<file path="src/rtl/mem_pkg.sv">
// Shared definitions for the MEM-stage access unit: DMType codes, FSM states
// and the alignment helpers used by the sequencer.
package mem_pkg;

   localparam int AW_DEF = 32;
   localparam int DW_DEF = 32;

   localparam logic [2:0] DM_B  = 3'b000;
   localparam logic [2:0] DM_H  = 3'b001;
   localparam logic [2:0] DM_W  = 3'b010;
   localparam logic [2:0] DM_BU = 3'b100;
   localparam logic [2:0] DM_HU = 3'b101;

   typedef enum logic [1:0] {
      IDLE    = 2'd0,
      LD_HI   = 2'd1,
      ST_BYTE = 2'd2
   } state_t;

   function automatic logic is_valid_type(input logic [2:0] t);
      case (t)
         DM_B, DM_H, DM_W, DM_BU, DM_HU: return 1'b1;
         default:                        return 1'b0;
      endcase
   endfunction

   // Bytes can never straddle a word, so only halves and words are checked.
   function automatic logic is_misaligned(input logic [2:0] t, input logic [1:0] off);
      case (t)
         DM_H, DM_HU: return off[0];
         DM_W:        return off != 2'b00;
         default:     return 1'b0;
      endcase
   endfunction

endpackage

</file>
<file path="src/rtl/mem_access_unit_if.sv">
// Bundle of the pipeline request/response handshake and the data-memory bus.
// slave = the access unit, master = pipeline plus data memory.
interface mem_access_unit_if #(
   parameter int AW = 32,
   parameter int DW = 32
);

   logic          req_valid;
   logic          req_ready;
   logic          req_we;
   logic [2:0]    req_type;
   logic [AW-1:0] req_addr;
   logic [DW-1:0] req_wdata;

   logic          rsp_valid;
   logic [DW-1:0] rsp_rdata;
   logic          rsp_err;

   logic [AW-1:0] dm_addr;
   logic [DW-1:0] dm_din;
   logic          dm_we;
   logic [2:0]    dm_type;
   logic [DW-1:0] dm_dout;

   modport slave (
      input  req_valid, req_we, req_type, req_addr, req_wdata, dm_dout,
      output req_ready, rsp_valid, rsp_rdata, rsp_err,
             dm_addr, dm_din, dm_we, dm_type
   );

   modport master (
      output req_valid, req_we, req_type, req_addr, req_wdata, dm_dout,
      input  req_ready, rsp_valid, rsp_rdata, rsp_err,
             dm_addr, dm_din, dm_we, dm_type
   );

endinterface

</file>
<file path="src/rtl/mem_access_unit_load_align.sv">
// Combinational load aligner: shifts the {hi, lo} word pair down by the byte
// offset and extends the selected byte/half/word according to DMType.
module load_align
   import mem_pkg::*;
#(
   parameter int DW = 32
) (
   input  logic [DW-1:0] hi_i,
   input  logic [DW-1:0] lo_i,
   input  logic [1:0]    off_i,
   input  logic [2:0]    type_i,
   output logic [DW-1:0] data_o
);

   logic [DW-1:0] shifted;

   assign shifted = DW'({hi_i, lo_i} >> (8 * off_i));

   // Re-extending an already extended dm word is harmless, so the aligned path can share this.
   always_comb begin
      data_o = '0;
      case (type_i)
         DM_B:    data_o = {{(DW-8){shifted[7]}}, shifted[7:0]};
         DM_BU:   data_o = {{(DW-8){1'b0}}, shifted[7:0]};
         DM_H:    data_o = {{(DW-16){shifted[15]}}, shifted[15:0]};
         DM_HU:   data_o = {{(DW-16){1'b0}}, shifted[15:0]};
         DM_W:    data_o = shifted;
         default: data_o = '0;
      endcase
   end

endmodule

</file>
<file path="src/rtl/mem_access_unit.sv">
// MEM-stage load/store sequencer in front of the data memory; splits misaligned
// accesses into aligned dm operations. Define MISALIGN_TRAP_EN to reject them instead.
module mem_access_unit
   import mem_pkg::*;
#(
   parameter int AW = 32,
   parameter int DW = 32
) (
   input logic              clk,
   input logic              rstn,
   mem_access_unit_if.slave bus
);

   state_t        state_q;
   logic          rsp_valid_q;
   logic          rsp_err_q;
   logic [DW-1:0] rsp_rdata_q;

`ifndef MISALIGN_TRAP_EN
   logic [AW-1:0] addr_q;
   logic [DW-1:0] wdata_q;
   logic [DW-1:0] lo_q;
   logic [2:0]    type_q;
   logic [1:0]    idx_q;
   logic [1:0]    lastIdx_q;
`endif

   logic          reqTypeOk;
   logic          reqMis;
   logic [AW-1:0] dmAddr;
   logic [DW-1:0] dmDin;
   logic          dmWe;
   logic [2:0]    dmType;
   logic [DW-1:0] alignHi;
   logic [DW-1:0] alignLo;
   logic [1:0]    alignOff;
   logic [2:0]    alignType;
   logic [DW-1:0] rdata_d;

   assign reqTypeOk = is_valid_type(bus.req_type);
   assign reqMis    = is_misaligned(bus.req_type, bus.req_addr[1:0]);

   // Aligned loads see {0, dm word} at offset 0; the second split read merges with lo_q.
   always_comb begin
      alignHi   = '0;
      alignLo   = bus.dm_dout;
      alignOff  = 2'b00;
      alignType = bus.req_type;
`ifndef MISALIGN_TRAP_EN
      if (state_q == LD_HI) begin
         alignHi   = bus.dm_dout;
         alignLo   = lo_q;
         alignOff  = addr_q[1:0];
         alignType = type_q;
      end
`endif
   end

   load_align #(.DW(DW)) u_load_align (
      .hi_i   (alignHi),
      .lo_i   (alignLo),
      .off_i  (alignOff),
      .type_i (alignType),
      .data_o (rdata_d)
   );

   always_comb begin
      dmAddr = bus.req_addr;
      dmDin  = '0;
      dmWe   = 1'b0;
      dmType = DM_W;
      case (state_q)
         IDLE: begin
            if (bus.req_valid && reqTypeOk) begin
               if (!reqMis) begin
                  dmDin  = bus.req_wdata;
                  dmWe   = bus.req_we;
                  dmType = bus.req_type;
               end
`ifndef MISALIGN_TRAP_EN
               else if (!bus.req_we) begin
                  dmAddr = {bus.req_addr[AW-1:2], 2'b00};
               end else begin
                  dmDin  = {{(DW-8){1'b0}}, bus.req_wdata[7:0]};
                  dmWe   = 1'b1;
                  dmType = DM_B;
               end
`endif
            end
         end
`ifndef MISALIGN_TRAP_EN
         // Full-width add: the dm only decodes addr[8:2], so the top word wraps to word 0.
         LD_HI: begin
            dmAddr = {addr_q[AW-1:2], 2'b00} + AW'(4);
         end
         ST_BYTE: begin
            dmAddr = addr_q + AW'(idx_q);
            dmDin  = {{(DW-8){1'b0}}, wdata_q[8*idx_q +: 8]};
            dmWe   = 1'b1;
            dmType = DM_B;
         end
`endif
         default: ;
      endcase
   end

   assign bus.dm_addr   = dmAddr;
   assign bus.dm_din    = dmDin;
   assign bus.dm_we     = dmWe & rstn;
   assign bus.dm_type   = dmType;
   assign bus.req_ready = (state_q == IDLE);
   assign bus.rsp_valid = rsp_valid_q;
   assign bus.rsp_err   = rsp_err_q;
   assign bus.rsp_rdata = rsp_rdata_q;

   // rsp_rdata holds its last value between pulses; only rsp_valid qualifies it.
   always_ff @(posedge clk or negedge rstn) begin
      if (!rstn) begin
         state_q     <= IDLE;
         rsp_valid_q <= 1'b0;
         rsp_err_q   <= 1'b0;
         rsp_rdata_q <= '0;
`ifndef MISALIGN_TRAP_EN
         addr_q      <= '0;
         wdata_q     <= '0;
         lo_q        <= '0;
         type_q      <= DM_W;
         idx_q       <= 2'd0;
         lastIdx_q   <= 2'd0;
`endif
      end else begin
         rsp_valid_q <= 1'b0;
         rsp_err_q   <= 1'b0;
         case (state_q)
            IDLE: begin
               if (bus.req_valid) begin
                  if (!reqTypeOk) begin
                     rsp_valid_q <= 1'b1;
                     rsp_err_q   <= 1'b1;
                     rsp_rdata_q <= '0;
                  end else if (!reqMis) begin
                     rsp_valid_q <= 1'b1;
                     rsp_rdata_q <= bus.req_we ? '0 : rdata_d;
                  end else begin
`ifdef MISALIGN_TRAP_EN
                     rsp_valid_q <= 1'b1;
                     rsp_err_q   <= 1'b1;
                     rsp_rdata_q <= '0;
`else
                     addr_q  <= bus.req_addr;
                     wdata_q <= bus.req_wdata;
                     type_q  <= bus.req_type;
                     if (!bus.req_we) begin
                        lo_q    <= bus.dm_dout;
                        state_q <= LD_HI;
                     end else begin
                        idx_q     <= 2'd1;
                        lastIdx_q <= (bus.req_type == DM_W) ? 2'd3 : 2'd1;
                        state_q   <= ST_BYTE;
                     end
`endif
                  end
               end
            end
`ifndef MISALIGN_TRAP_EN
            LD_HI: begin
               rsp_valid_q <= 1'b1;
               rsp_rdata_q <= rdata_d;
               state_q     <= IDLE;
            end
            ST_BYTE: begin
               if (idx_q == lastIdx_q) begin
                  rsp_valid_q <= 1'b1;
                  rsp_rdata_q <= '0;
                  state_q     <= IDLE;
               end else begin
                  idx_q <= idx_q + 2'd1;
               end
            end
`endif
            default: state_q <= IDLE;
         endcase
      end
   end

endmodule
</file>
<file path="src/flat_wrapper.sv">
// flat-port wrapper written by rule: the top's interface ports become plain ports
module mem_access_unit_flat import mem_pkg::*;
#(
   parameter int AW = 32,
   parameter int DW = 32
)
  (clk, rstn, bus_req_valid, bus_req_we, bus_req_type, bus_req_addr, bus_req_wdata, bus_dm_dout, bus_req_ready, bus_rsp_valid, bus_rsp_rdata, bus_rsp_err, bus_dm_addr, bus_dm_din, bus_dm_we, bus_dm_type);
  mem_access_unit_if #(.AW(AW), .DW(DW)) bus_i ();
  input logic clk;
  input logic rstn;
  input wire logic [$bits(bus_i.req_valid)-1:0] bus_req_valid;
  input wire logic [$bits(bus_i.req_we)-1:0] bus_req_we;
  input wire logic [$bits(bus_i.req_type)-1:0] bus_req_type;
  input wire logic [$bits(bus_i.req_addr)-1:0] bus_req_addr;
  input wire logic [$bits(bus_i.req_wdata)-1:0] bus_req_wdata;
  input wire logic [$bits(bus_i.dm_dout)-1:0] bus_dm_dout;
  output wire logic [$bits(bus_i.req_ready)-1:0] bus_req_ready;
  output wire logic [$bits(bus_i.rsp_valid)-1:0] bus_rsp_valid;
  output wire logic [$bits(bus_i.rsp_rdata)-1:0] bus_rsp_rdata;
  output wire logic [$bits(bus_i.rsp_err)-1:0] bus_rsp_err;
  output wire logic [$bits(bus_i.dm_addr)-1:0] bus_dm_addr;
  output wire logic [$bits(bus_i.dm_din)-1:0] bus_dm_din;
  output wire logic [$bits(bus_i.dm_we)-1:0] bus_dm_we;
  output wire logic [$bits(bus_i.dm_type)-1:0] bus_dm_type;
  assign bus_i.req_valid = bus_req_valid;
  assign bus_i.req_we = bus_req_we;
  assign bus_i.req_type = bus_req_type;
  assign bus_i.req_addr = bus_req_addr;
  assign bus_i.req_wdata = bus_req_wdata;
  assign bus_i.dm_dout = bus_dm_dout;
  assign bus_req_ready = bus_i.req_ready;
  assign bus_rsp_valid = bus_i.rsp_valid;
  assign bus_rsp_rdata = bus_i.rsp_rdata;
  assign bus_rsp_err = bus_i.rsp_err;
  assign bus_dm_addr = bus_i.dm_addr;
  assign bus_dm_din = bus_i.dm_din;
  assign bus_dm_we = bus_i.dm_we;
  assign bus_dm_type = bus_i.dm_type;
  mem_access_unit #(.AW(AW), .DW(DW)) u_core (.clk(clk), .rstn(rstn), .bus(bus_i));
endmodule
</file>
<file path="config.mk">
export PLATFORM = sky130hd
export DESIGN_NAME = mem_access_unit_flat
export DESIGN_NICKNAME = d
export VERILOG_FILES = /design/src/rtl/mem_pkg.sv /design/src/rtl/mem_access_unit_if.sv /design/src/rtl/mem_access_unit_load_align.sv /design/src/rtl/mem_access_unit.sv /design/src/flat_wrapper.sv
export SDC_FILE = /design/constraint.sdc
export NUM_CORES = 1
export LEC_CHECK = 0
export ABC_CLOCK_PERIOD_IN_PS = 7430
export BUFFER_PORTS_ARGS = -buffer_cell sky130_fd_sc_hd__buf_2
export CAP_MARGIN = 20
export CORE_MARGIN = 2
export CORE_UTILIZATION = 55
export CTS_CLUSTER_DIAMETER = 30
export CTS_CLUSTER_SIZE = 12
export DETAILED_ROUTE_END_ITERATION = 16
export HOLD_SLACK_MARGIN = 0.08
export PLACE_DENSITY = 0.81
export SLEW_MARGIN = 30
export SYNTH_ARGS = -nofsm -noshare
export SYNTH_HDL_FRONTEND = slang
export SYNTH_SLANG_ARGS = --single-unit
</file>
<file path="constraint.sdc">
create_clock -name clk -period 7.43 [get_ports clk]
set_clock_uncertainty 0.1 [all_clocks]
set_input_delay 1.8575 -clock clk [delete_from_list [all_inputs] [get_ports clk]]
set_output_delay 1.8575 -clock clk [all_outputs]
set_load 0.05 [all_outputs]
</file>
Word level (Yosys, flattened, before mapping) --
Cells that the tools add are included. W data, S select, Z words.
Storage, ports and cells: register bits 139, bits of input ports 103, word-level logic and storage cells 100
Operators by class: add/sub/neg operators 3, equal/unequal tests 18, shift operators 2, multiplexer cells 50, bitwise operators 2, reduce and logical (&&, ||, !) cells 15
Operators by type and width (number):
- $mux W32 | 9
- $pmux W32 S3 | 2
- $pmux W32 S5 | 1
- $pmux W32 S2 | 1
- $shr A64 B5 Y32 | 1
- $add A32 B2 Y32 | 1
- $add A32 B3 Y32 const B | 1
- $mux W2 | 16
- $shiftx A32 B6 Y8 | 1
- $eq A3 B3 Y1 const B | 4
- $reduce_and A4 Y1 | 3
- $mux W1 | 11
- $reduce_and A5 Y1 | 2
- $mux W3 | 3
- $mux W8 | 1
- $pmux W2 S2 | 2
- $eq A3 B1 Y1 const B | 2
- $eq A3 B2 Y1 const B | 2
- $logic_not A3 Y1 | 2
- $ne A2 B1 Y1 const B | 3
- $ne A2 B2 Y1 const B | 3
- $pmux W3 S2 | 1
- $reduce_and A6 Y1 | 1
- $reduce_or A5 Y1 | 1
- 14 further kinds | 16

Depth between registers and ports, before layout --
Gate-level depths: netlist of run 1.
depth in word-level cells 9, gate-level depth with buffers 10, mapped depth without buffers 7

Hierarchy --
From an unflattened synthesis of run 1, not the netlist that was laid out.
Unflattened totals: cells, all modules 1017, area, all modules 9118.7 sq um
Modules (own cells, without submodules):
- mem_access_unit | times used 1, cells an instance 900, area an instance 7898.8 sq um, sequential area each 3479.6 sq um
- load_align | times used 1, cells an instance 117, area an instance 1219.9 sq um, sequential area each 0.0 sq um

Worst setup path after synthesis of run 1 --
OpenSTA, ideal clock, no wires.
kind reg-to-output, from register u_core.state_q[1], to output bus_dm_addr[28], arrival 3.535 ns, required time 5.472 ns, setup slack 1.938 ns, cell stages (with the launch flop) 8, buffers on the path 1, path through dfrtp_1 > inv_1 > ha_1 > buf_1 > nor2_1 > nor2_1 > o2111ai_1 > o311ai_0
On the way: longest elaborated chain between the ends 2
RTL lines:
- start: declaration | line mem_access_unit.sv:14 | state_t state_q;
- start signal: assignment | line mem_access_unit.sv:119 | state_q <= IDLE;
- start signal: assignment | line mem_access_unit.sv:155 | state_q <= LD_HI;
- start signal: assignment | line mem_access_unit.sv:159 | state_q <= ST_BYTE;
- $eq A2 B2 Y1 (tied with other cells) | line mem_access_unit.sv:72 | case (state_q)
- $pmux W32 S3 * | line mem_access_unit.sv:72
- end: declaration | line flat_wrapper.sv:21 | output wire logic [$bits(bus_i.dm_addr)-1:0] bus_dm_addr;
Mark *: on every way between the ends. The rest lies on a longest branch, timed or not.

Worst setup path in the final report of run 1 --
from input bus_req_type[0], to output bus_dm_din[5]
On the way: longest elaborated chain between the ends 6
RTL lines:
- start: declaration | line flat_wrapper.sv:13 | input wire logic [$bits(bus_i.req_type)-1:0] bus_req_type;
- $eq A3 B1 Y1 (tied with other cells) | line mem_pkg.sv:21, mem_pkg.sv:29
- $reduce_or A2 Y1 / $reduce_or A5 Y1 (equally long branches) | line mem_pkg.sv:29, mem_pkg.sv:21
- $pmux W1 S2 / $mux W1 (equally long branches) | line mem_pkg.sv:29, mem_pkg.sv:21
- $mux W32 / $logic_and A1 B1 Y1 (equally long branches) | line mem_access_unit.sv:75, mem_access_unit.sv:74
- $mux W32 * | line mem_access_unit.sv:74 | if (bus.req_valid && reqTypeOk) begin
- $pmux W32 S2 * | line mem_access_unit.sv:72
- end: declaration | line flat_wrapper.sv:22 | output wire logic [$bits(bus_i.dm_din)-1:0] bus_dm_din;
Marked as above.

==> results of run 1 <==
-- sequential cells by signal (all words and copies together), names as in the netlist --
name,flops
u_core.bus.rsp_err,1
u_core.addr_q,32
u_core.idx_q,2
u_core.state_q,2
u_core.type_q,3
u_core.bus.rsp_rdata,32
u_core.lastIdx_q,2
u_core.lo_q,32
u_core.bus.rsp_valid,1
u_core.wdata_q,32
-- stage by stage --
step / instance area [um^2] / std cells / hold slack (ns) / total power (uW) / util (%)
2_1_floorplan: 8762 / 877 / 0.3544 / 3166 / -
3_3_place_gp: 9861 / 1241 / 0.3742 / 3686 / 62.76
3_5_place_dp: 9863 / 1241 / 0.3757 / 3747 / 62.77
4_1_cts: 10520 / 1273 / 0.3948 / 4704 / 66.95
5_1_grt: 10530 / 1273 / 0.4192 / 4974 / 66.99
6_report: 10530 / 1273 / 0.3915 / 4723 / 66.99
-- per-layer routing --
layer	global-route usage, %	up-vias	share of wire (%)
li1	-	3677	-
met1	42.57	3886	43
met2	47.12	416	47
met3	6.806	38	9.3
met4	7.906	2	1.5
met5	0	-	0.051
-- power groups by stage --
stage | clock network [uW] | registers, uW | logic (uW)
2_1_floorplan | 0 | 1460 | 1700
3_3_place_gp | 0 | 1390 | 2290
3_5_place_dp | 0 | 1410 | 2330
4_1_cts | 950 | 1400 | 2350
5_1_grt | 984 | 1460 | 2530
6_report | 942 | 1410 | 2370
-- layout by cell type, fill, tap and decap left out, types with 5 or more instances in the layout --
cell,count
sky130_fd_sc_hd__or2_2,7
sky130_fd_sc_hd__o211ai_1,9
sky130_fd_sc_hd__a31oi_1,13
sky130_fd_sc_hd__a221oi_1,12
sky130_fd_sc_hd__buf_2,204
sky130_fd_sc_hd__buf_4,13
sky130_fd_sc_hd__o41ai_1,8
sky130_fd_sc_hd__inv_1,12
sky130_fd_sc_hd__nand3_1,28
sky130_fd_sc_hd__nor2_1,38
sky130_fd_sc_hd__a22oi_1,5
sky130_fd_sc_hd__clkbuf_16,17
sky130_fd_sc_hd__o21ai_0,44
sky130_fd_sc_hd__nand2b_1,15
sky130_fd_sc_hd__nor2b_1,12
sky130_fd_sc_hd__nor3_1,10
sky130_fd_sc_hd__a21o_1,7
sky130_fd_sc_hd__o31ai_1,13
sky130_fd_sc_hd__dfrtp_1,138
sky130_fd_sc_hd__mux4_2,8
sky130_fd_sc_hd__mux2_2,108
sky130_fd_sc_hd__a21oi_1,57
sky130_fd_sc_hd__nand4_1,9
sky130_fd_sc_hd__ha_1,7
sky130_fd_sc_hd__a22o_1,28
sky130_fd_sc_hd__mux2i_1,22
sky130_fd_sc_hd__a211oi_1,6
sky130_fd_sc_hd__and2_1,33
sky130_fd_sc_hd__and3_1,7
sky130_fd_sc_hd__a32o_1,5
sky130_fd_sc_hd__nand2_1,56
sky130_fd_sc_hd__a221o_1,16
-- cell type report --
class / count / area [um^2] / share of cell area [%]
multi-input cells: 656 / 4943 / 46.97
flip-flops and latches: 139 / 3480 / 33.06
clock buffers: 17 / 425.4 / 4.042
well taps: 216 / 270.3 / 2.568
clock inverters: 15 / 231.5 / 2.199
repair buffers: 218 / 1130 / 10.73
inverters: 12 / 45.04 / 0.4280
-- worst reg2reg max path, cell delays in order, from the launching register on --
cell and delay (ns):
sky130_fd_sc_hd__dfrtp_1 0.39, sky130_fd_sc_hd__inv_1 0.11, sky130_fd_sc_hd__ha_2 0.19, sky130_fd_sc_hd__buf_4 0.30, sky130_fd_sc_hd__nand2_2 0.55, sky130_fd_sc_hd__nor2_1 0.13
sky130_fd_sc_hd__o32ai_2 0.71, sky130_fd_sc_hd__a2111oi_2 0.17, sky130_fd_sc_hd__buf_4 0.25, sky130_fd_sc_hd__a221o_1 0.29
-- path summary, 6_finish.rpt --
check | end | slack, ns
min | u_core.lastIdx_q[0] | 0.39
max | bus_dm_din[5] | 1.53
max reg2reg | u_core.bus.rsp_rdata[22] | 4.11
min reg2reg | u_core.lastIdx_q[0] | 0.39
min in group asynchronous | u_core.addr_q[24] | 1.34
max in group asynchronous | u_core.lo_q[4] | 4.60
-- cell families after synthesis --
group,after synthesis
mux,138
xor+xnor,5
compound gates,263
fa+ha+maj,9
buf+inv,82
simple gates,241
flops,139
==> summary.md, run 1 <==
Xor and xnor fraction of the mapped netlist area: 0.4998%. Start point of the worst min-delay path: u_core.lastIdx_q[0]. The clock root buffer master is sky130_fd_sc_hd__clkbuf_16.

The tools report the DRC violation count after routing as 0. Counting every instance in the synthesized netlist gives 877. The maximum single-stage delay on the critical path is 0.74 ns, and the total setup buffers inserted after CTS is 0. The adder-cell area share of the yosys netlist came out at 1.371%.

After detailed routing, the number of vias per cell comes to 6.299. Dividing total power by cell area gives a power density of 448.7 mW/mm^2. Among all cell types in the netlist, the one instantiated most often is sky130_fd_sc_hd__dfrtp_1. In this run the count of I/O pins placed on the die edge is 206. The filler cells instantiated in the layout total 1,241. The kind of end point of the critical path is a primary output. The worst-case IR drop observed on VDD is 0.2090 mV. The portion of the clock cycle consumed by the worst path in the final layout is 79.44%. After legalization and detailed placement, the total HPWL measured 17,370 um. The cell depth of the worst flop-to-flop path came out at 9. For the number of buffers inserted during clock tree synthesis, the log shows 17. The count of state elements after synthesis came out at 139.

For this configuration, the core starts out at a cell density of 55.77%. The overflow left after global routing is 0, and the final critical-path required period is 5.902 ns. The vertical die dimension came out at 130.2 um.

Counting stages on the worst path, the most repeated cell is sky130_fd_sc_hd__buf_2. Of the total power, the share spent switching nets is 46.95%. The cell internal power dissipation came out at 2506 uW. The quantity of I/O buffers inserted on ports was 205; the number of synthesized flops with an enable pin was 0. The timing-limited maximum frequency came out at 0.1694 GHz.

The tools report the count of endpoints failing setup in the final report as 0. In the post-synthesis netlist, the biggest area contributors are sky130_fd_sc_hd__dfrtp_1 39%, sky130_fd_sc_hd__mux2_2 14%, sky130_fd_sc_hd__a21oi_1 3.3%, sky130_fd_sc_hd__a22o_1 2.8%, sky130_fd_sc_hd__mux2i_1 2.5%. The post-synthesis net count came out at 989. The arrival time of data at the critical path endpoint came out at 3.94 ns. TritonCTS built the clock tree. The maximum fanout along the worst path came out at 10. The signal on the critical path passes through buf_2 > o21ai_0 > nand2_1 > a21oi_1 > a22o_1 > buf_2.

The worst hold path belongs to the class flop to flop. The commonest cells after synthesis are 138 x sky130_fd_sc_hd__dfrtp_1, 108 x sky130_fd_sc_hd__mux2_2, 58 x sky130_fd_sc_hd__nand2_1. The cell count of the worst hold path is 1, and the row count is 46. The post-synthesis area per instance was 9.991 um^2. Kind of cell adding the most delay to the critical path: compound AO/OA/AOI/OAI gates. The total vias in the final route is 8,019, and the post-layout worst setup margin is 1.528 ns.

The run gives 1,156 as the number of nets at the end of the flow. From synthesis to final layout, the design area changed by 20.12%. Post-CTS repair changed the size of 0 cells. The tools report the global-route wire length before repair as 39,520 um.

The total area inside the core boundary comes to 0.01571 mm^2. The transition time at the pin with the least slew margin was 0.9236 ns; the maximum number of pins on one net before global-route repair was 78. The count of nets left with antenna violations once routing finished came out at 0. The overall die width is 130.2 um.

The flow ran to the end, and the final reports show no timing, DRC or antenna violations. The setup total negative slack was 0 ns. The Yosys step of the flow raised 0 warnings. Placer's final routability congestion estimate: 0.8995. The slowest stage of the critical path belongs to the cell sky130_fd_sc_hd__a21oi_1. The simple-gate portion of the synthesized area is 14.18%.

Clock-pin slew was measured on the worst setup and hold paths at 0.06 ns. At the worst endpoint, the required time is 5.47 ns. After detailed routing, the average wire length per cell comes to 19.84 um. Summing the areas of all compound-gate instances in the mapped netlist gives 21.75% of the synthesized area.

For the CTS H-tree depth, the log shows 4. CTS saw 139 sinks. The cell depth of the worst setup path is 6, and the final max-slew violation count is 0. The count of TritonRoute iterations in the first routing pass was 5. Summed over all nets, the switching power comes to 2217 uW. Combinational cells account for 50.2% of the total power. Tracing the worst setup path back leads to its startpoint at bus_req_type[0].

The number of antenna violations at the first check in global routing is 1. The worst setup path is launched from a primary input. The share of total power dissipated in sequential elements is 29.9%.

Summed over all cells, the static leakage comes to 0.004848 uW. The die covers 0.01696 mm^2. The number of buffers and inverters on the critical path is 2. Multiplexer cells account for 18.45% of the synthesized area.

The critical register-to-register path startpoint is u_core.state_q[1]. The clock power share was 20.0%; the proportion of layout cells with a drive suffix above 1 was 36.90%. Number of distinct library cells after synthesis: 73. The number of hold violations in the final report is 0, and the relative slew slack is 38.43%. The first routing iteration left 886 violations.

The clock passes through at most 2 buffers. Of all cell types, the one taking the most synthesized area is sky130_fd_sc_hd__dfrtp_1. The setup path with the least slack is of type primary input to primary output. The tools report the synthesized cell area as 0.008762 mm^2. The post-placement worst setup slack was 1.594 ns; the post-synthesis async set-or-reset flop share was 100.0%. The logs give 30.10% for the all-layer global routing usage and 0 for the number of max-cap violations.

For the via count of the first global-routing pass, the log shows 7,415. The sequential cell area fraction in the yosys report was 39.71%; the area share of the largest cell type after synthesis was 39.41%. Setup repair after global routing left no endpoint under its margin.

0 antenna diodes ended up in the layout. Among all flip-flop cells after synthesis, the most frequent one is sky130_fd_sc_hd__dfrtp_1. Clock latency on the worst-skew pair, taken at its later pin, is 0.43 ns. After clock tree synthesis, the flow added hold-fix buffers numbering 0. The dominant combinational cell family by area after synthesis is compound AO/OA/AOI/OAI gates. Wires add up to 25,260 um.
No activity file was read; power rests on OpenSTA's default activity.
==> run 2: changes to the inputs <==
Settings changed: ABC_AREA set to 1, ABC_CLOCK_PERIOD_IN_PS 7430 to 5860, PLACE_DENSITY 0.81 to 0.8.
Clock period 7.43 ns to 5.86 ns, I/O delays scaled along.
==> summary.md, run 2 <==
The flow ran to the end, and the final reports show no timing, DRC or antenna violations. Dividing the detail-routed via count by the number of cells gives 5.650. Number of nets with antenna violations after routing: 0. For met1 alone, demand over resource in global routing was 48.16%. For this design, the slowest cell found on the critical path is sky130_fd_sc_hd__nand2_1. The logs give 6976 uW for the total power draw and 0 for the DRC violation count after routing.

The library cells used most frequently in the layout, excluding fill and tap cells, are 539 x sky130_fd_sc_hd__nand2_1, 204 x sky130_fd_sc_hd__buf_2, 160 x sky130_fd_sc_hd__o21ai_0, 142 x sky130_fd_sc_hd__inv_1, 140 x sky130_fd_sc_hd__nand3_1. Measured against its own limit, the worst slew margin works out to 39.47%. The post-synthesis area per instance came out at 6.510 um^2.

Clock slew seen by the registers of the worst setup and hold paths: 0.06 ns. The timing-limited maximum frequency came out at 0.2072 GHz. The tools report the via count of the first global-routing pass as 9,583. The signal on the critical path passes through buf_2 > o21ai_2 > nand2_1 > inv_2 > o21ai_1 > o21ai_0 > buf_2. The maximum single-stage delay on the critical path is 0.47 ns.

CTS placed an instance of sky130_fd_sc_hd__clkbuf_16 at the clock tree root. The post-synthesis async set-or-reset flop share is 100.0%. In this run, post-CTS repair resized a total of 0 instances. Area share of the largest cell type after synthesis: 36.04%. Summing the sequential cell areas from Yosys gives 36.31% of the chip area. The most common cell in the synthesized netlist is sky130_fd_sc_hd__nand2_1. Count of state elements after synthesis: 139.

The count of TritonRoute iterations in the first routing pass was 6; the average wire per cell in the routed design was 16.22 um. After the last flow step, the layout net total stands at 1,747. Max-cap violations in this run came to 0. The clock passes through at most 2 buffers.

Counting distinct cell types in the post-synthesis netlist gives 45. Sorting the synthesized cells by area gives the leading types as sky130_fd_sc_hd__dfrtp_1 36%, sky130_fd_sc_hd__nand2_1 21%, sky130_fd_sc_hd__o21ai_0 8.4%, sky130_fd_sc_hd__nand3_1 7.3%, sky130_fd_sc_hd__inv_1 5.6%. Routability-driven placement finished with a final weighted congestion of 0.9386. TritonCTS built the clock tree.

Data on the critical path arrives at its endpoint at 3.26 ns. Setup repair after global routing left no endpoint under its margin. In this run the worst hold path is classified as flop to flop. The die is 136 um tall. The detailed router's first-iteration violation count came out at 1,180. The element type at the critical path start was a primary input.

The met3 usage was 7.569%; the number of hold violations in the final report was 0. The worst path uses 82.38% of the clock period. The worst setup path is of the primary input to primary output kind.

The most instantiated flip-flop cell in the synthesis netlist was sky130_fd_sc_hd__dfrtp_1. The all-layer global routing usage came out at 33.08%. The final max-slew violation count is 0.

The run gives 30,360 um as the total wire length. The kind of end point of the critical path was a primary output. The routing layer with the top usage in global route was met2.

The number of clock buffers added by TritonCTS is 17. The transition time at the pin with the least slew margin is 0.9070 ns, and the clock latency of the later-clocked register in the worst-skew pair is 0.43 ns. Synthesis produced 1,472 cells.

On the critical path the largest part of the delay comes from compound AO/OA/AOI/OAI gates. The first global-routing pass estimated 48,290 um of wire. The synthesized design contains 0 enable-type register cells.

In this run the number of H-tree levels came out at 4. After global routing the overflow that remains totals 0. The critical path data required time came out at 4.30 ns. Entering global routing, the biggest net connects 106 pins. The power density normalized to cell area is 620.6 mW/mm^2, and the maximum fanout along the worst path is 21. Once the floorplan was initialized, standard cells occupied 55.79% of the core. For the post-synthesis net count, the log shows 1,584.

The run gives 0 as the count of endpoints failing setup in the final report. Counting stages on the worst path, the most repeated cell is sky130_fd_sc_hd__buf_2. The tools report the number of warnings issued by yosys as 0. After clock tree synthesis, the flow added hold-fix buffers numbering 0.

The post-route netlist has 17.00% of its cells at a drive strength greater than 1. Summing every instance area after synthesis gives 0.009583 mm^2. Pin placement for this block handled 206 I/O pins. Input and output buffers added on the ports amount to 205. Counting both buffers and inverters, the worst setup path holds a total of 3. Global routing used 48.86% of the available met2 tracks. Leading cell type in the layout, fill and taps excluded: sky130_fd_sc_hd__nand2_1. The number of antenna violations at the first check in global routing came out at 0. Summed over all instances, the cell type with the most area after synthesis is sky130_fd_sc_hd__dfrtp_1.

After floorplanning, the core was sized to cover 0.01718 mm^2. The total setup buffers inserted after CTS was 0; the antenna cell count was 0. Clock tree synthesis found a total of 139 sinks. Across all layers, the routed design uses 10.58k vias.

The worst path in the final design needs a cycle of 4.827 ns, including I/O delays and setup. Row generation in the floorplan step produced 48 rows. Summed over all failing endpoints, the final setup total negative slack is 0 ns. The HPWL after detailed placement is 21,620 um. IR analysis of the VDD net gives a maximum drop of 0.3419 mV. Ranked by instance count, the synthesized netlist is headed by 539 x sky130_fd_sc_hd__nand2_1, 161 x sky130_fd_sc_hd__o21ai_0, 142 x sky130_fd_sc_hd__inv_1. The analysis attributes to cell leakage a power of 0.006001 uW. The overall die width is 136 um.

Compared with the post-synthesis result, the final layout area differs by 17.30%. The die covers 0.01850 mm^2.
-- run 2: cell count changes after synthesis, sizes merged, moves of 28 or more --
| cell | previous run | this run |
|---|---|---|
| a22o | 28 | 0 |
| and2 | 33 | 1 |
| inv | 12 | 146 |
| mux2 | 108 | 0 |
| nand2 | 58 | 548 |
| nand3 | 28 | 141 |
| nor2 | 41 | 88 |
| o21ai | 44 | 177 |
-- run 2: path summary, 6_finish.rpt --
kind                              startpoint                  endpoint  slack [ns]  cells after the start
setup / recovery             bus_req_type[0]             bus_dm_din[7]        1.03                      7
hold / removal                u_core.lo_q[7]            u_core.lo_q[7]        0.37                      2
setup reg to reg           u_core.state_q[1]  u_core.bus.rsp_rdata[17]        1.99                     11
hold reg to reg               u_core.lo_q[7]            u_core.lo_q[7]        0.37                      2
max in group asynchronous               rstn           u_core.lo_q[26]        3.97                      2
min in group asynchronous               rstn         u_core.addr_q[30]        0.71                      1
-- run 2: logic make-up (layout without fill, tap and decap cells) --
logic type | after synthesis | in the layout | synth area share (%)
AND/OR/NAND/NOR | 820 | 820 | 35.61
AO/OA/AOI/OAI | 280 | 280 | 16.57
buffers and inverters | 222 | 397 | 10.08
flip-flops | 139 | 139 | 36.31
adder cells (fa/ha/maj) | 9 | 9 | 1.253
XOR/XNOR | 2 | 2 | 0.1828
-- run 2: cell type report --
class	instances	area, um^2
multi-input combinational	1111	5145
clock buffer	18	439.2
tap	225	281.5
sequential	139	3480
fill	1617	5936
timing repair buffer	216	1119
inverter	150	563.0
clock inverter	13	214.0
-- run 2: tightest hold or removal path, stage by stage, from the launching register on --
cell	delay, ns
sky130_fd_sc_hd__dfrtp_1	0.34
sky130_fd_sc_hd__nand2_1	0.05
sky130_fd_sc_hd__nand2_1	0.05
-- run 2: power by group --
part           total (uW)  internal, uW  switching [uW]
clock                1210           769             442
combinational        3970          1000            2970
sequential           1790          1400             394
-- run 2: through the flow --
step	setup slack, ns	utilization, %	std cells	instance area [um^2]	hold slack [ns]
CTS	0.7587	65.42	1872	11240	0.3763
floorplan	1.065	-	1472	9583	0.3419
detailed placement	0.7676	61.62	1841	10580	0.3614
global route	0.7513	65.44	1872	11240	0.3905
global placement	0.8792	61.59	1841	10580	0.3544
finish	1.033	65.44	1872	11240	0.3724
-- run 2: metal layers --
| layer | up-vias | part of all wire, % |
|---|---|---|
| li1 | 5118 | - |
| met1 | 4791 | 44 |
| met2 | 594 | 43 |
| met3 | 73 | 10 |
| met4 | 0 | 2.7 |
| met5 | - | 0 |
==> run 3: changes to the inputs <==
Settings changed: ABC_CLOCK_PERIOD_IN_PS 5860 to 4900.
Clock period 5.86 ns to 4.9 ns, I/O delays scaled along.
==> summary.md, run 3 (synthesis results as in run 2) <==
The run finished with clean final reports. Across every metal layer, demand over resource in global routing totals 33.50%. In this run the worst path has a maximum fanout of 22. Cells fill 65.20% of the core in the end. For the full die area, the log shows 0.01850 mm^2.

At the worst endpoint, the arrival time is 3.11 ns. The design draws 8262 uW. For this run, design rule violations remaining after detail routing come to 0. The leading cell type in the layout, fill and taps excluded was sky130_fd_sc_hd__nand2_1. The library cells used most frequently in the layout, excluding fill and tap cells, are 539 x sky130_fd_sc_hd__nand2_1, 204 x sky130_fd_sc_hd__buf_2, 161 x sky130_fd_sc_hd__o21ai_0, 141 x sky130_fd_sc_hd__inv_1, 140 x sky130_fd_sc_hd__nand3_1.

The number of antenna violations at the first check in global routing was 0; the number of top-level pins was 206. The row count was 48; the count of endpoints failing setup in the final report was 0. Measured against its own limit, the worst slew margin works out to 34.34%. Clock-pin slew was measured on the worst setup and hold paths at 0.07 ns.

Of the available clock period, the critical path in the final layout requires 90.51%. After the flow finishes, the layout carries non-filler instances totaling 1,875. The leakage power figure was 0.005970 uW. The pre-antenna-repair detailed-routing pass consisted of 6 iterations.

The layout overhead on the synthesized area was 16.86%. The total vias in the final route came out at 10.73k. The worst-case vdd ir drop is 0.4772 mV, and the clock sink total is 139. The class of the most critical setup path was flop to primary output.

In this run, post-CTS hold repair placed 0 buffers. After routing, the total negative slack on setup checks comes to 0 ns. The cell sitting at the root of the clock tree is a sky130_fd_sc_hd__clkbuf_16. The tools report the number of fillers in the final layout as 1,626.

The critical path data required time is 3.58 ns, and the number of nets at the end of the flow is 1,749. The run gives 0.43 ns as the clock latency of the later-clocked register in the worst-skew pair. For the CTS H-tree depth, the log shows 4. The transition time at the pin with the least slew margin was 0.9789 ns.

STA classifies the critical path endpoint as a primary output. Detailed placement ended at an HPWL of 22,110 um. The proportion of layout cells with a drive suffix above 1 is 17.09%. For the cell total after placement, the log shows 1,843. Setup repair after global routing left no endpoint under its margin.

The core outline area came out at 0.01718 mm^2. The power density normalized to cell area came out at 737.8 mW/mm^2. No sink is reached through more buffers than the 2 on the longest clock path. The via density per instance was 5.723; the number of nets with antenna violations after routing was 0.

The tool flagged a number of max-cap violations equal to 0. The tools report the via count of the first global-routing pass as 9,370. The die is 136 um tall.

Across all setup checks in the final design, the least slack found is 0.4651 ns. In this run, the number of DRC markers left after iteration 0 of detailed routing was 1,220. TritonCTS built the clock tree. Timing would allow up to 0.2255 GHz. The number of antenna diodes in the final layout is 0. Entering global routing, the biggest net connects 68 pins.

The logs give 0.6627 ns for the post-placement worst setup slack and 0.9622 for the placer's final routability congestion estimate. The path class of the lowest-slack min-delay path is flop to flop. Element type at the critical path start: a flop.

The initial utilization of the core area, before any placement, comes to 55.79%. The tools report the number of buffers inserted during clock tree synthesis as 17. The average wire per cell in the routed design was 16.60 um; the final max-slew violation count was 0. The quantity of I/O buffers inserted on ports is 205, and the total setup buffers inserted after CTS is 0. After layout, the minimum clock period comes to 4.435 ns. In this run the horizontal extent of the chip is 136 um. The logs give 0 for the number of hold violations in the final report and 31,130 um for the total wire length. For the overflow left after global routing, the log shows 0. Gates resized during post-CTS repair numbered 0.

The global-route wire length before repair came out at 48,490 um.
## run 3: critical path, cell delays in order (launching register included)
cell and delay (ns):
sky130_fd_sc_hd__dfrtp_1 0.33, sky130_fd_sc_hd__buf_4 0.24, sky130_fd_sc_hd__ha_1 0.25, sky130_fd_sc_hd__fa_1 0.43, sky130_fd_sc_hd__nand2_1 0.14, sky130_fd_sc_hd__nor2_1 0.19, sky130_fd_sc_hd__inv_1 0.09, sky130_fd_sc_hd__nor2_1 0.32
sky130_fd_sc_hd__nand2_1 0.10, sky130_fd_sc_hd__nand2_1 0.07, sky130_fd_sc_hd__nand3_1 0.06, sky130_fd_sc_hd__nand2_1 0.08, sky130_fd_sc_hd__nand2_1 0.05, sky130_fd_sc_hd__nand2_1 0.06, sky130_fd_sc_hd__buf_2 0.25
## run 3: area by class of cell
class	count	area, um^2	area share (%)
clock buffers	19	442.9	3.955
flip-flops and latches	139	3480	31.07
inverters	150	563.0	5.028
clock inverters	13	156.4	1.397
repair buffers	218	1130	10.09
well taps	225	281.5	2.514
multi-input cells	1111	5145	45.94
## run 3: per-layer routing
layer	vias to the layer above	track usage, %	wire length [um]
met1	4910	47.98	13610
met3	76	7.644	3096
met2	624	50.42	13700
met4	0	10.36	729
met5	-	0	0
li1	5121	-	-
## run 3: worst paths after layout
kind	endpoint	cells after the start	slack [ns]	startpoint
min in group asynchronous	u_core.addr_q[26]	1	0.51	rstn
max reg2reg	u_core.bus.rsp_rdata[19]	11	0.90	u_core.state_q[1]
min reg2reg	u_core.lo_q[1]	2	0.37	u_core.lo_q[1]
min	u_core.lo_q[1]	2	0.37	u_core.lo_q[1]
max in group asynchronous	u_core.lo_q[30]	2	3.13	rstn
max	bus_dm_addr[30]	14	0.47	u_core.idx_q[0]
## run 3: where the power goes
group	leakage [uW]	switching (uW)	internal, uW
clock	0.000287	560	777
combinational	0.00392	3570	1200
sequential	0.00176	482	1670
## run 3: through the flow
| stage | area (um^2) | hold slack (ns) |
|---|---|---|
| floorplan | 9583 | 0.3419 |
| global placement | 10590 | 0.3548 |
| detailed placement | 10600 | 0.3588 |
| CTS | 11200 | 0.3741 |
| global route | 11200 | 0.4037 |
| finish | 11200 | 0.3750 |
